$ cat config.mk
export PLATFORM = sky130hd
export DESIGN_NAME = regfile_param
export DESIGN_NICKNAME = d
export VERILOG_FILES = /design/src/rtl/regfile_param.sv
export SDC_FILE = /design/constraint.sdc
export NUM_CORES = 1
export LEC_CHECK = 0
export ABC_AREA = 1
export CAP_MARGIN = 20
export CORE_ASPECT_RATIO = 1.4
export CORE_MARGIN = 2
export CORE_UTILIZATION = 50
export CTS_CLUSTER_SIZE = 40
export DETAILED_ROUTE_END_ITERATION = 8
export MAX_ROUTING_LAYER = met4
export PLACE_DENSITY = 0.71
export SYNTH_ARGS = -nofsm -noshare
export SYNTH_HDL_FRONTEND = slang
export SYNTH_SLANG_ARGS = --single-unit
$ cat constraint.sdc
create_clock -name CLK -period 1.65 [get_ports CLK]
set_input_delay 0.2475 -clock CLK [delete_from_list [all_inputs] [get_ports CLK]]
set_output_delay 0.2475 -clock CLK [all_outputs]
set_load 0.02 [all_outputs]
$ cat src/rtl/regfile_param.sv
// Parametrised two-read/one-write register file with registered, bypassed read
// ports and a one-register-per-cycle init sweep sequencer.
module regfile_param #(
    parameter int               WIDTH      = 4,
    parameter int               DEPTH      = 8,
    parameter int               ADDR_W     = 3,
    parameter logic [WIDTH-1:0] INIT_VALUE = '0
) (
    input  logic              CLK,
    input  logic              CLRN,
    input  logic [ADDR_W-1:0] RP,
    input  logic [ADDR_W-1:0] RQ,
    input  logic [ADDR_W-1:0] WA,
    input  logic              WR,
    input  logic [WIDTH-1:0]  LD_DATA,
    input  logic              INIT,
    output logic [WIDTH-1:0]  DATAP,
    output logic [WIDTH-1:0]  DATAQ,
    output logic              BUSY,
    output logic              STATE_DBG
);

    // Interface timing: RP/RQ are accepted on every rising edge with no
    // back-pressure; DATAP/DATAQ hold the bypassed read one edge later.
    // BUSY high means WR/WA/LD_DATA are ignored and INIT is not sampled.

    typedef enum logic {
        IDLE  = 1'b0,
        SWEEP = 1'b1
    } state_t;

    localparam logic [ADDR_W:0]   DEPTH_W = (ADDR_W + 1)'(DEPTH);
    localparam logic [ADDR_W-1:0] LAST    = ADDR_W'(DEPTH - 1);

    state_t            state;
    state_t            state_nxt;
    logic [ADDR_W-1:0] ptr;
    logic [ADDR_W-1:0] ptr_nxt;
    logic              we;
    logic [ADDR_W-1:0] wa_eff;
    logic [WIDTH-1:0]  wd_eff;
    logic [WIDTH-1:0]  rd_p;
    logic [WIDTH-1:0]  rd_q;
    logic [WIDTH-1:0]  mem [DEPTH];

    function automatic logic in_range(input logic [ADDR_W-1:0] a);
        return {1'b0, a} < DEPTH_W;
    endfunction

    always_comb begin
        state_nxt = state;
        ptr_nxt   = ptr;
        we        = 1'b0;
        wa_eff    = WA;
        wd_eff    = LD_DATA;
        case (state)
            IDLE: begin
                we = WR && in_range(WA);
                if (INIT) begin
                    state_nxt = SWEEP;
                    ptr_nxt   = '0;
                end
            end
            SWEEP: begin
                we     = 1'b1;
                wa_eff = ptr;
                wd_eff = INIT_VALUE;
                if (ptr == LAST) begin
                    state_nxt = IDLE;
                    ptr_nxt   = '0;
                end else begin
                    ptr_nxt = ptr + ADDR_W'(1);
                end
            end
            default: begin
                state_nxt = IDLE;
                ptr_nxt   = '0;
            end
        endcase
    end

    // The write landing on this edge wins over the stored value, so a read
    // issued alongside a write to the same address returns the new data.
    always_comb begin
        rd_p = '0;
        rd_q = '0;
        if (we && (wa_eff == RP)) begin
            rd_p = wd_eff;
        end else if (in_range(RP)) begin
            rd_p = mem[RP];
        end
        if (we && (wa_eff == RQ)) begin
            rd_q = wd_eff;
        end else if (in_range(RQ)) begin
            rd_q = mem[RQ];
        end
    end

    always_ff @(posedge CLK or negedge CLRN) begin
        if (!CLRN) begin
            state <= IDLE;
            ptr   <= '0;
            DATAP <= '0;
            DATAQ <= '0;
            for (int i = 0; i < DEPTH; i++) begin
                mem[i] <= '0;
            end
        end else begin
            state <= state_nxt;
            ptr   <= ptr_nxt;
            DATAP <= rd_p;
            DATAQ <= rd_q;
            if (we) begin
                mem[wa_eff] <= wd_eff;
            end
        end
    end

    assign BUSY      = (state == SWEEP);
    assign STATE_DBG = state;

endmodule

==> flow_summary_export.csv <==
group,metric,value,unit
critical_path,crit_required,1.83,ns
synth,synth_area_leader_cell,"dfrtp_1",
status,outcome,"finished clean",
power_and_ir_drop,p_sw,2.65,mW
sta,finalHoldWorstSlack,0.454,ns
route,final_antenna_net_count,0,
placement,placed_area,3150,um2
power_and_ir_drop,power.total,5.53,mW
critical_path,crit_chain,"buf_4, nand2_1, nand2_1, nor2_2, nand2_2, nand2_1, o21ai_1",
critical_path,cp-start-kind,"register",
placement,hpwl,5650,um
route,wl_per_cell,13.9,um
sta,max_clock_freq,653,MHz
synth,synth.avg_cell_area,6.62,um2
cts,cts_tree,"built",
sta,rsz0062_at_grt,"false",
layout,instances_no_fill,512,
power_and_ir_drop,seq_power_share,0.326,
synth,synth_top_area_share,0.411,
synth,synthTopCellsByArea,"dfrtp_1 41%, nand2_1 26%, nand3_1 9.0%",
synth,netlist_area,2680,um2
synth,syn_inst,405,
placement,numPortBuffers,26,
placement,place_congestion,1.03,
cts,numCtsBuffers,5,
route,drc,0,
placement,place_inst,504,
global_route,grt_overflow,0,
floorplanning,fp.dieW,65.9,um
synth,synthesis.nets,424,
layout,drive_gt1_frac,0.121,
critical_path,crit_path_max_fanout,13,
layout,syn_to_final_growth,20.9,%
power_and_ir_drop,p_leak,1.76,nW
synth,seq_area_frac_synth,0.411,
cts,cts_root_buf,"clkbuf_8",
critical_path,max_stage_delay,0.49,ns
worst_hold_path,hold_class,"in -> async",
sta,finalMaxSlewViolations,0,
floorplanning,core-area,5160,um2
layout,nNetsFinal,465,
power_and_ir_drop,pwr-share-clk,0.114,
critical_path,cp_common_cell,"nand2_1",
global_route,grt_pass1_wl,11900,um
sta,tightest_slew,0.366,ns
critical_path,path_class,"reg -> reg",
cts,clkTransAtPathRegs,0.08,ns
critical_path,end_kind,"register",
layout,diodes,0,
global_route,grt_pass1_vias,2557,
route,vias_per_cell,5.06,
critical_path,slowest_stage,"dfrtp_2",
cts,clock_path_buffers,2,
global_route,antenna_found_initial,0,
route,vias,2590,
layout,final_area,3240,um2
sta,finalCritPeriodShare,0.928,
run,maxCapViolCount,0,
floorplanning,die_area,5970,um2
sta,tns,0,ns
sta,setup_viol,0,
power_and_ir_drop,peakVddDrop,1.04,mV
cts,worst_skew_pair.late_latency,0.29,ns
critical_path,critical-path-top-delay-family,"simple AND/OR/NAND/NOR gates",
floorplanning,rows,31,
cts,post_cts_buffers,0,
power_and_ir_drop,power_switching_share,0.478,
sta,final-hold-violation-count,0,
sta,clock_skew,0.00701,ns
floorplanning,io_pins,27,
route,drtIter0Drc,130,
floorplanning,die_h,90.6,um
synth,synth_cell_types,18,
critical_path,worst_ep_arrival_time,1.71,ns
route,drt-total-wl,7140,um
critical_path,critPathBufInv,1,
layout,nFillCells,487,
power_and_ir_drop,cell_internal_pwr,2.89,mW
power_and_ir_drop,comb_power_share,0.560,
global_route,track_usage,0.268,
sta,slew_headroom,0.755,
cts,cts_sinks,44,
synth,yosys_register_bits,44,
power_and_ir_drop,power_density,1710,nW/um2
route,drt_pre_antenna_iters,5,
global_route,grt_max_degree,45,
floorplanning,start_util,0.520,
sta,post-route-min-period,1.53,ns
synth,ys_warn_count,0,
cts,h-tree-depth,2,
power groups by stage:
stage / clock network, mW / logic [mW] / registers, mW
after floorplan: 0 / 2.07 / 1.85
after global placement: 0 / 3.09 / 1.80
after detailed placement: 0 / 3.10 / 1.82
after CTS: 0.655 / 3.10 / 1.80
after global routing: 0.708 / 3.49 / 1.85
final: 0.632 / 3.10 / 1.80
layer usage:
metal  GRT usage  vias up  wire length (um)  share of wire
met5           -        -                 0              0
met4       0.123        0               254          0.036
met3      0.0461       22               235          0.033
met2       0.450       55              3630           0.51
met1       0.303     1184              3020           0.42
li1            -     1329                 -              -
worst paths after layout:
| check | startpoint | to | slack, ns | cells after the start |
|---|---|---|---|---|
| max reg2reg | BUSY$_DFF_PN0_ | mem[8]$_DFFE_PN0P_ | 0.12 | 7 |
| max in group asynchronous | CLRN | BUSY$_DFF_PN0_ | 0.98 | 3 |
| min in group CLK | mem[5]$_DFFE_PN0P_ | mem[5]$_DFFE_PN0P_ | 0.49 | 2 |
| min reg2reg | mem[5]$_DFFE_PN0P_ | mem[5]$_DFFE_PN0P_ | 0.49 | 2 |
| max | BUSY$_DFF_PN0_ | mem[8]$_DFFE_PN0P_ | 0.12 | 7 |
| min | CLRN | mem[25]$_DFFE_PN0P_ | 0.45 | 3 |
synth_stat cells:
master,number
o21ai_1,28
buf_6,1
dfrtp_1,44
nor2_4,4
o21ai_0,6
o22ai_1,1
nor2_1,4
a21oi_2,1
nand2_2,12
buf_2,8
buf_4,1
inv_2,5
nand2_1,185
nor2_2,6
ha_1,2
a21oi_1,1
nand3_1,48
inv_1,48
cells by family (layout without fill, tap and decap cells):
family | Yosys count | count (layout) | synth area share
buf+inv | 63 | 104 | 0.0961
flops | 44 | 44 | 0.411
simple gates | 259 | 259 | 0.413
fa+ha+maj | 2 | 2 | 0.00933
compound gates | 37 | 37 | 0.0709
cell usage in the layout (no fill, tap or decap):
| master | netlist | routed |
|---|---|---|
| clkbuf_8 | 0 | 5 |
| o22ai_1 | 1 | 1 |
| nor2_2 | 6 | 6 |
| dlygate4sd3_1 | 0 | 1 |
| nand2_1 | 185 | 185 |
| nor2_4 | 4 | 4 |
| clkdlybuf4s50_1 | 0 | 23 |
| buf_2 | 8 | 1 |
| nand2_2 | 12 | 12 |
| buf_12 | 0 | 5 |
| ha_1 | 2 | 2 |
| clkinvlp_4 | 0 | 1 |
| clkinv_2 | 0 | 1 |
| inv_1 | 48 | 48 |
| buf_4 | 1 | 12 |
| a21oi_1 | 1 | 1 |
| dlygate4sd2_1 | 0 | 2 |
| dfrtp_1 | 44 | 43 |
| nor2_1 | 4 | 4 |
| inv_2 | 5 | 5 |
| a21oi_2 | 1 | 1 |
| dfrtp_2 | 0 | 1 |
| o21ai_0 | 6 | 6 |
| nand3_1 | 48 | 48 |
| o21ai_1 | 28 | 28 |
timing repair:
action | 4_1_cts | 5_1_grt
hold buffers | 1 | 0
gates resized for setup | 3 | 0
endpoints found under the setup margin | 2 | 0
hold endpoints to repair | 44 | 0
registers in the layout, summed over array words and instances (netlist names):
| signal | cells |
|---|---|
| DATAP | 4 |
| BUSY | 1 |
| mem | 32 |
| ptr | 3 |
| DATAQ | 4 |
worst min-delay path, cell delays in order:
cell,delay (ns)
dlygate4sd3_1,0.52
buf_2,0.12
buf_12,0.23
metrics by stage:
| step | worst slack, ns | util |
|---|---|---|
| 3_3_place_gp | 0.00857 | 0.611 |
| 2_1_floorplan | 0.288 | - |
| 4_1_cts | 0.123 | 0.628 |
| 5_1_grt | 0.00645 | 0.628 |
| 6_report | 0.118 | 0.628 |
| 3_5_place_dp | 0.0150 | 0.611 |
final cells by class:
type / count / area (um2) / share of cell area
Multi-Input combinational cell: 298 / 1320 / 0.408
Sequential cell: 44 / 1100 / 0.340
Timing Repair Buffer: 44 / 453 / 0.140
Inverter: 53 / 199 / 0.0614
Tap cell: 66 / 82.6 / 0.0255
Clock buffer: 5 / 68.8 / 0.0212
Clock inverter: 2 / 12.5 / 0.00386
Power figures use the tool's default switching activity.
